`src/rtl/wb_stage_if.sv`:
```
// -----------------------------------------------------------------------------
// wb_stage_if
// Bundles the signals between the writeback stage and its neighbours: the
// memory-stage result and its misalignment qualifiers, the register-file write
// port, the forwarding tap, the trap handshake and the retire counter.
//
// Modports:
//   slave  - the writeback stage (consumes i_*, drives o_*)
//   master - the environment (drives i_*, consumes o_*)
//
// Signals:
//   i_mem2all                  memory-stage result (valid, reg_wr_en, rd, rd_data)
//   i_load_miss_aligned_error  qualifies i_mem2all
//   i_store_miss_aligned_error qualifies i_mem2all
//   i_rf_ready                 register-file write port accepts this cycle
//   i_trap_ack                 trap handler has redirected fetch
//   o_wb_ready                 backpressure to the memory stage
//   o_rf_wen/o_rf_waddr/o_rf_wdata  register-file write request
//   o_fwd_valid/o_fwd_rd/o_fwd_data head-entry forwarding tap
//   o_trap                     level trap request
//   o_retire_count             retired-instruction count
// -----------------------------------------------------------------------------
interface wb_stage_if;

    typedef struct packed {
        logic        valid;
        logic        reg_wr_en;
        logic [4:0]  rd;
        logic [63:0] rd_data;
    } interconnection_struct;

    interconnection_struct i_mem2all;
    logic                  i_load_miss_aligned_error;
    logic                  i_store_miss_aligned_error;
    logic                  i_rf_ready;
    logic                  i_trap_ack;
    logic                  o_wb_ready;
    logic                  o_rf_wen;
    logic [4:0]            o_rf_waddr;
    logic [63:0]           o_rf_wdata;
    logic                  o_fwd_valid;
    logic [4:0]            o_fwd_rd;
    logic [63:0]           o_fwd_data;
    logic                  o_trap;
    logic [63:0]           o_retire_count;

    modport slave (
        input  i_mem2all, i_load_miss_aligned_error, i_store_miss_aligned_error,
        input  i_rf_ready, i_trap_ack,
        output o_wb_ready, o_rf_wen, o_rf_waddr, o_rf_wdata,
        output o_fwd_valid, o_fwd_rd, o_fwd_data, o_trap, o_retire_count
    );

    modport master (
        output i_mem2all, i_load_miss_aligned_error, i_store_miss_aligned_error,
        output i_rf_ready, i_trap_ack,
        input  o_wb_ready, o_rf_wen, o_rf_waddr, o_rf_wdata,
        input  o_fwd_valid, o_fwd_rd, o_fwd_data, o_trap, o_retire_count
    );

endinterface

```
`src/rtl/wb_stage.sv`:
```
// -----------------------------------------------------------------------------
// wb_stage
// Writeback stage: buffers memory-stage results in a 2-entry FIFO, drains them
// into the register-file write port, raises a level trap on a misaligned
// load/store and exposes the FIFO head for forwarding.
//
// Ports:
//   clk    - rising-edge clock
//   rst_n  - asynchronous active-low reset
//   bus    - wb_stage_if.slave (see wb_stage_if.sv for the signal list)
//
// Optional feature macro: WB_RETIRE_CNT_EN
//   defined     - 64-bit wrapping counter of popped entries on o_retire_count
//   not defined - o_retire_count tied to zero, no counter flops
// -----------------------------------------------------------------------------
module wb_stage #(
    parameter int DEPTH = 2,
    parameter int XLEN  = 64
) (
    input  logic      clk,
    input  logic      rst_n,
    wb_stage_if.slave bus
);

    typedef enum logic [0:0] {
        RUN  = 1'b0,
        TRAP = 1'b1
    } state_e;

    typedef struct packed {
        logic            wr_en;
        logic [4:0]      rd;
        logic [XLEN-1:0] data;
    } entry_t;

    localparam logic [1:0] FULL_CNT = 2'(DEPTH);

    entry_t     fifo_q [2];
    logic       rd_ptr_q, rd_ptr_d;
    logic       wr_ptr_q, wr_ptr_d;
    logic [1:0] count_q, count_d;
    state_e     state_q, state_d;

    entry_t     head_s;
    entry_t     in_entry_s;
    logic       head_valid_s;
    logic       writer_s;
    logic       wb_ready_s;
    logic       accept_s;
    logic       err_s;
    logic       push_s;
    logic       pop_s;
    logic       fault_s;

    assign head_s       = fifo_q[rd_ptr_q];
    assign head_valid_s = (count_q != 2'd0);
    // rd == 0 targets the hard-wired zero register, so it never writes.
    assign writer_s     = head_s.wr_en && (head_s.rd != 5'd0);
    // Non-writers retire without waiting on the register file.
    assign pop_s        = head_valid_s && (!writer_s || bus.i_rf_ready);

    // Ready depends only on registered state, never on i_rf_ready.
    assign wb_ready_s   = (count_q < FULL_CNT) && (state_q == RUN);
    assign err_s        = bus.i_load_miss_aligned_error || bus.i_store_miss_aligned_error;
    assign accept_s     = bus.i_mem2all.valid && wb_ready_s;
    assign push_s       = accept_s && !err_s;
    assign fault_s      = accept_s && err_s;

    assign in_entry_s.wr_en = bus.i_mem2all.reg_wr_en;
    assign in_entry_s.rd    = bus.i_mem2all.rd;
    assign in_entry_s.data  = bus.i_mem2all.rd_data;

    // FIFO occupancy and pointer next-state.
    always_comb begin
        count_d  = count_q;
        rd_ptr_d = rd_ptr_q ^ pop_s;
        wr_ptr_d = wr_ptr_q ^ push_s;
        case ({push_s, pop_s})
            2'b10:   count_d = count_q + 2'd1;
            2'b01:   count_d = count_q - 2'd1;
            default: count_d = count_q;
        endcase
    end

    // RUN/TRAP next-state; older entries keep draining while in TRAP.
    always_comb begin
        state_d = state_q;
        case (state_q)
            RUN: begin
                if (fault_s) begin
                    state_d = TRAP;
                end else begin
                    state_d = RUN;
                end
            end
            TRAP: begin
                if (bus.i_trap_ack && (count_q == 2'd0)) begin
                    state_d = RUN;
                end else begin
                    state_d = TRAP;
                end
            end
            default: state_d = RUN;
        endcase
    end

    // Control state registers.
    always_ff @(posedge clk or negedge rst_n) begin
        if (!rst_n) begin
            count_q  <= 2'd0;
            rd_ptr_q <= 1'b0;
            wr_ptr_q <= 1'b0;
            state_q  <= RUN;
        end else begin
            count_q  <= count_d;
            rd_ptr_q <= rd_ptr_d;
            wr_ptr_q <= wr_ptr_d;
            state_q  <= state_d;
        end
    end

    // FIFO storage; cleared on reset so head-derived outputs read zero.
    always_ff @(posedge clk or negedge rst_n) begin
        if (!rst_n) begin
            fifo_q[0] <= '0;
            fifo_q[1] <= '0;
        end else if (push_s) begin
            fifo_q[wr_ptr_q] <= in_entry_s;
        end
    end

`ifdef WB_RETIRE_CNT_EN
    logic [63:0] retire_cnt_q, retire_cnt_d;

    // Retire counter next-state; wraps naturally at 2^64.
    always_comb begin
        retire_cnt_d = retire_cnt_q;
        if (pop_s) begin
            retire_cnt_d = retire_cnt_q + 64'd1;
        end else begin
            retire_cnt_d = retire_cnt_q;
        end
    end

    // Retire counter register.
    always_ff @(posedge clk or negedge rst_n) begin
        if (!rst_n) begin
            retire_cnt_q <= 64'd0;
        end else begin
            retire_cnt_q <= retire_cnt_d;
        end
    end

    assign bus.o_retire_count = retire_cnt_q;
`else
    assign bus.o_retire_count = 64'd0;
`endif

    assign bus.o_wb_ready  = wb_ready_s;
    assign bus.o_rf_wen    = head_valid_s && writer_s;
    assign bus.o_rf_waddr  = head_s.rd;
    assign bus.o_rf_wdata  = head_s.data;
    assign bus.o_fwd_valid = head_valid_s && writer_s;
    assign bus.o_fwd_rd    = head_s.rd;
    assign bus.o_fwd_data  = head_s.data;
    assign bus.o_trap      = (state_q == TRAP);

endmodule
```
`src/flat_wrapper.sv`:
```
// flat-port wrapper written by rule: the top's interface ports become plain ports
module wb_stage_flat 
#(
    parameter int DEPTH = 2,
    parameter int XLEN  = 64
)
  (clk, rst_n, bus_i_mem2all, bus_i_load_miss_aligned_error, bus_i_store_miss_aligned_error, bus_i_rf_ready, bus_i_trap_ack, bus_o_wb_ready, bus_o_rf_wen, bus_o_rf_waddr, bus_o_rf_wdata, bus_o_fwd_valid, bus_o_fwd_rd, bus_o_fwd_data, bus_o_trap, bus_o_retire_count);
  wb_stage_if bus_i ();
  input  logic clk;
  input  logic rst_n;
  input wire logic [$bits(bus_i.i_mem2all)-1:0] bus_i_mem2all;
  input wire logic [$bits(bus_i.i_load_miss_aligned_error)-1:0] bus_i_load_miss_aligned_error;
  input wire logic [$bits(bus_i.i_store_miss_aligned_error)-1:0] bus_i_store_miss_aligned_error;
  input wire logic [$bits(bus_i.i_rf_ready)-1:0] bus_i_rf_ready;
  input wire logic [$bits(bus_i.i_trap_ack)-1:0] bus_i_trap_ack;
  output wire logic [$bits(bus_i.o_wb_ready)-1:0] bus_o_wb_ready;
  output wire logic [$bits(bus_i.o_rf_wen)-1:0] bus_o_rf_wen;
  output wire logic [$bits(bus_i.o_rf_waddr)-1:0] bus_o_rf_waddr;
  output wire logic [$bits(bus_i.o_rf_wdata)-1:0] bus_o_rf_wdata;
  output wire logic [$bits(bus_i.o_fwd_valid)-1:0] bus_o_fwd_valid;
  output wire logic [$bits(bus_i.o_fwd_rd)-1:0] bus_o_fwd_rd;
  output wire logic [$bits(bus_i.o_fwd_data)-1:0] bus_o_fwd_data;
  output wire logic [$bits(bus_i.o_trap)-1:0] bus_o_trap;
  output wire logic [$bits(bus_i.o_retire_count)-1:0] bus_o_retire_count;
  assign bus_i.i_mem2all = bus_i_mem2all;
  assign bus_i.i_load_miss_aligned_error = bus_i_load_miss_aligned_error;
  assign bus_i.i_store_miss_aligned_error = bus_i_store_miss_aligned_error;
  assign bus_i.i_rf_ready = bus_i_rf_ready;
  assign bus_i.i_trap_ack = bus_i_trap_ack;
  assign bus_o_wb_ready = bus_i.o_wb_ready;
  assign bus_o_rf_wen = bus_i.o_rf_wen;
  assign bus_o_rf_waddr = bus_i.o_rf_waddr;
  assign bus_o_rf_wdata = bus_i.o_rf_wdata;
  assign bus_o_fwd_valid = bus_i.o_fwd_valid;
  assign bus_o_fwd_rd = bus_i.o_fwd_rd;
  assign bus_o_fwd_data = bus_i.o_fwd_data;
  assign bus_o_trap = bus_i.o_trap;
  assign bus_o_retire_count = bus_i.o_retire_count;
  wb_stage #(.DEPTH(DEPTH), .XLEN(XLEN)) u_core (.clk(clk), .rst_n(rst_n), .bus(bus_i));
endmodule
```
`config.mk`:
```
export PLATFORM = sky130hd
export DESIGN_NAME = wb_stage_flat
export DESIGN_NICKNAME = d
export VERILOG_FILES = /design/src/rtl/wb_stage_if.sv /design/src/rtl/wb_stage.sv /design/src/flat_wrapper.sv
export SDC_FILE = /design/constraint.sdc
export NUM_CORES = 1
export LEC_CHECK = 0
export CAP_MARGIN = 40
export CORE_MARGIN = 4
export CORE_UTILIZATION = 40
export CTS_CLUSTER_SIZE = 24
export DETAILED_ROUTE_END_ITERATION = 8
export HOLD_SLACK_MARGIN = 0.1
export PLACE_DENSITY = 0.74
export SYNTH_ARGS = -nofsm -noshare
export SYNTH_HDL_FRONTEND = slang
export SYNTH_SLANG_ARGS = --single-unit
```
`constraint.sdc`:
```
create_clock -name clk -period 2.05 [get_ports clk]
set_input_delay 0.41 -clock clk [delete_from_list [all_inputs] [get_ports clk]]
set_output_delay 0.41 -clock clk [all_outputs]
set_load 0.01 [all_outputs]
```
; ---- Yosys cells after proc, flatten, opt, wreduce, memory -nomap -nowiden
; Cells that the tools add are included.
[word_totals]
ff_bits = 145
[op_classes]
muxes = 10
n_reduce_logical = 17
order_cmp = 4
n_bitwise = 5
addsub = 2
eq_ne = 2
[ops]
columns = operator, count
row1 = $mux W70, 4
row2 = $bwmux W140, 1
row3 = $demux W70 S1, 1
row4 = $logic_and A1 B1 Y1, 9
row5 = $reduce_bool A5 Y1, 1
row6 = $ge A2 B2 Y1 const B, 2
row7 = $not A1 Y2, 2
row8 = $pmux W2 S2, 1
row9 = $reduce_bool A2 Y1, 2
row10 = $add A2 B1 Y2 const B, 1
row11 = $eq A2 B1 Y1 const B, 1
row12 = $eq A2 B2 Y1 const B, 1
row13 = $logic_not A1 Y1, 2
row14 = $logic_not A2 Y1, 1
row15 = $logic_or A1 B1 Y1, 2
row16 = $lt A2 B1 Y1 const B, 1
row17 = $lt A2 B2 Y1 const B, 1
row18 = $mux W1, 2
row19 = $pmux W1 S2, 1
row20 = $sub A2 B1 Y2 const B, 1
row21 = $xor A1 B1 Y1, 2
row22 = $not A1 Y1, 1

; ---- Depth between registers and ports, before layout
[logic_depth]
ltp_word = 11
ltp_mapped = 7

; ---- Worst setup path before layout
; No wires, ideal clock.
[synth_timing]
kind = register to register
startpoint = register u_core.count_q[1]
endpoint = register u_core.fifo_q[0] in the netlist's numbering
t_required_ps = 1925
synth_period_minus_slack_ps = 1834
stages_incl_launch_ff = 8
t_arrival_ps = 1709
slack_ps = 216
path_buffers = 2
cell_sequence = dfrtp_1 > nor2_1 > nand3_1 > inv_1 > ha_1 > clkbuf_1 > buf_2 > mux2_2
[synth_via]
elab_chain_cells = 4
[synth_rtl]
columns = element, line
row1 = from (decl), wb_stage.sv:41  ; logic [1:0] count_q, count_d;
row2 = from (signal assigned), wb_stage.sv:115  ; count_q <= count_d;
row3 = $lt A2 B2 Y1, wb_stage.sv:63  ; assign wb_ready_s = (count_q < FULL_CNT) && (state_q == RUN);
row4 = $logic_and A1 B1 Y1, wb_stage.sv:63
row5 = named net bus_o_wb_ready, flat_wrapper.sv:16  ; output wire logic [$bits(bus_i.o_wb_ready)-1:0] bus_o_wb_ready;
row6 = $logic_and A1 B1 Y1, wb_stage.sv:65  ; assign accept_s = bus.i_mem2all.valid && wb_ready_s;
row7 = $logic_and A1 B1 Y1, wb_stage.sv:66  ; assign push_s = accept_s && !err_s;
row8 = "to (signal, indexed assignment)", wb_stage.sv:128  ; fifo_q[wr_ptr_q] <= in_entry_s;
row9 = to (decl), wb_stage.sv:38  ; entry_t fifo_q [2];
; The timed path passes the listed nets, and every way through them passes these cells.
; A chain may end at the register's enable or synchronous reset.

; ---- Worst setup path after layout
[layout_timing]
startpoint = register u_core.rd_ptr_q
endpoint = output bus_o_fwd_valid
[layout_via]
elab_chain_cells = 7
[layout_rtl]
columns = element, line
row1 = from (decl), wb_stage.sv:39  ; logic rd_ptr_q, rd_ptr_d;
row2 = from (signal assigned), wb_stage.sv:116  ; rd_ptr_q <= rd_ptr_d;
row3 = $not A1 Y2 (implied by the code) (*), wb_stage.sv:55  ; assign head_s = fifo_q[rd_ptr_q];
row4 = $mux W70 (implied by the code) (*) (3 in a row), wb_stage.sv:55
row5 = $reduce_bool A5 Y1, wb_stage.sv:58  ; assign writer_s = head_s.wr_en && (head_s.rd != 5'd0);
row6 = $logic_and A1 B1 Y1 (*), wb_stage.sv:58
row7 = $logic_and A1 B1 Y1 (*), wb_stage.sv:163  ; assign bus.o_fwd_valid = head_valid_s && writer_s;
row8 = to (decl), flat_wrapper.sv:20  ; output wire logic [$bits(bus_i.o_fwd_valid)-1:0] bus_o_fwd_valid;
; Mark *: on every way between the ends. The rest lies on a longest branch, timed or not. The select of a mux whose other input is x is not followed.

==> out/qor.yml <==
outcome:
  outcome: "complete, but fails checks"
  failed_checks: "setup timing"
timing:
  finalSetupViolCount: 130
  fin_worst_skew_ns: 0.00785
  fin_ws_ns: -0.288
  rsz0062_at_grt: "yes"
  timing.fmax_ghz: 0.428
  hold_ws_ns: 0.419
  setup_tns_ns: -16.34
  fin_crit_sh_pct: 114
  finalCriticalPeriod_ns: 2.34
  final_max_slew_viol_count: 0
  hold_violations: 0
pwr:
  finalPower_mw: 15.7
  peakVddDrop_mv: 0.874
  cellLeakagePower_nw: 4.84
  powerDensity_mw_per_mm2: 1600
cts:
  cts_sinks: 145
  cts_buffer_depth: 2
  cts_tree: "built"
  clk_pin_slew_ns: 0.06
  cts_buffers: 17
  htree_levels: 4
  clockRootBuffer: "clkbuf_16"
  clkLatencyLatePin_ns: 0.42
logic_synthesis:
  synth_area_mm2: 0.00736
  ys_types: 24
  syn_inst: 544
  yosys_warnings: 0
  avgSynthCellArea_um2: 13.5
  yosys_register_bits: 145
  yosysSeqAreaShare_pct: 49.3
cells_and_area:
  final_area_mm2: 0.00979
  final_util_pct: 54.3
  nets: 810
  drive_gt1_share_pct: 56.1
  synthToLayoutAreaGrowth_pct: 33.0
  mostFrequentLayoutCell: "mux2_2"
  diodes: 0
  final_cell_mix: "mux2_2, dfrtp_1, clkbuf_2, clkdlybuf4s50_1, conb_1"
  fin_cells: 972
critical_path:
  cp.arrival_ns: 1.93
  required_ns: 1.64
  cp-start-kind: "flop"
  endpoint_kind: "primary output"
  r2r_slack_ns: -0.25
  ff2ff_path_depth: 10
  crit_path_max_fanout: 6
  path_class: "reg2out"
global_route:
  antenna_found_initial: 0
  grt_pass1_wl_mm: 26.3
  grt_max_degree: 59
  grt_pass1_vias: 4996
  grt_usage_pct: 16.3
  grt_overflow: 0
route:
  postRouteAntennaNets: 0
  routed_via_density: 4.73
  dr_total_vias: 4597
  drc: 0
  drt_iter0_drc: 130
  first_pass_iters: 4
  wl_per_cell_um: 17.7
  wl_mm: 17.2
die:
  die_y_um: 144
  die_x_um: 144
  row_count: 49
  start_util_pct: 40.8
  dieArea_mm2: 0.0206
  io_pins: 283
  core_area_mm2: 0.0180
placed_design:
  placedInstanceArea_mm2: 0.00923
  place_inst: 916
  portBuffers: 218
  gp_congestion: 0.741
  pre_cts_ws_ns: -0.256
  place_hpwl_mm: 11.7
min_path:
  min_path_type: "in2async"
job:
  maxCapViolCount: 0
==> Yosys cell counts <==
| cell type | instances | area (µm²) |
|---|---|---|
| nor3_1 | 2 | 10.0 |
| dfrtp_1 | 145 | 3630 |
| o32a_1 | 1 | 10.0 |
| o2111ai_1 | 1 | 8.76 |
| nand2_1 | 1 | 3.75 |
| conb_1 | 1 | 3.75 |
| nor4_1 | 1 | 6.26 |
| inv_1 | 4 | 15.0 |
| ha_1 | 3 | 37.5 |
| nand3_1 | 3 | 15.0 |
| nor4b_4 | 1 | 23.8 |
| o221ai_1 | 1 | 8.76 |
| buf_4 | 142 | 1070 |
| clkbuf_1 | 2 | 7.51 |
| mux2_2 | 209 | 2350 |
| xor2_1 | 1 | 8.76 |
| xnor2_1 | 2 | 17.5 |
| mux2i_1 | 1 | 10.0 |
| buf_2 | 14 | 70.1 |
| nor3b_1 | 2 | 15.0 |
| o21a_1 | 1 | 7.51 |
| a211o_1 | 1 | 8.76 |
| o22a_2 | 1 | 10.0 |
| nor2_1 | 4 | 15.0 |
==> area by class of cell <==
type                            count  area [µm²]
Clock buffer                       24         502
Clock inverter                      8         100
Fill cell                        1503        8230
Inverter                            4        15.0
Multi-Input combinational cell    300        2940
Sequential cell                   145        3630
Tap cell                          229         287
Timing Repair Buffer              262        2310
==> state kept, by name, indices dropped and copies added, names as in the netlist <==
register           count
u_core.bus.o_trap      1
u_core.count_q         2
u_core.fifo_q        140
u_core.rd_ptr_q        1
u_core.wr_ptr_q        1
==> power by group <==
part	internal, mW	leakage (nW)	switching [mW]
Sequential	4.06	1.87	0.721
Clock	1.96	0.297	1.17
Combinational	4.40	2.67	3.34
Total	10.4	4.84	5.23
==> metal layers <==
layer	vias to the layer above	part of all wire, %	track usage (%)
li1	2049	-	-
met1	2331	40	19.8
met2	200	52	28.4
met3	17	7.6	4.86
met4	0	1.2	4.01
met5	-	0	0
==> kinds of logic after synthesis <==
logic type | after synthesis | synth area share, %
simple gates | 14 | 1.21
flops | 145 | 49.3
compound gates | 6 | 0.731
fa+ha+maj | 3 | 0.510
mux | 210 | 32.1
buf+inv | 162 | 15.7
xor+xnor | 3 | 0.357
other cells | 1 | 0.0509
==> worst max-delay path, cell delays in order, from the launching register on <==
cell and delay (ns):
dfrtp_4 0.54, buf_6 0.14, buf_4 0.13, nor4_4 0.21, o22a_2 0.22, buf_6 0.10, nor3_4 0.03, buf_2 0.15
==> final timing paths <==
kind / start / to
setup / recovery: u_core.rd_ptr_q / bus_o_fwd_valid
hold / removal: rst_n / u_core.fifo_q[49]
setup reg to reg: u_core.rd_ptr_q / u_core.count_q[1]
hold reg to reg: u_core.fifo_q[79] / u_core.fifo_q[79]
max in group asynchronous: rst_n / u_core.fifo_q[22]
min in group clk: u_core.fifo_q[79] / u_core.fifo_q[79]
==> what timing repair did <==
action	in CTS	in global routing
cloned	2	2
pin swaps	3	4
endpoints found under the setup margin	142	142
endpoints found under the hold margin	21	0
hold buffers	1	0
setup buffers	4	17
gates resized for setup	205	266
Power figures use the tool's default switching activity.
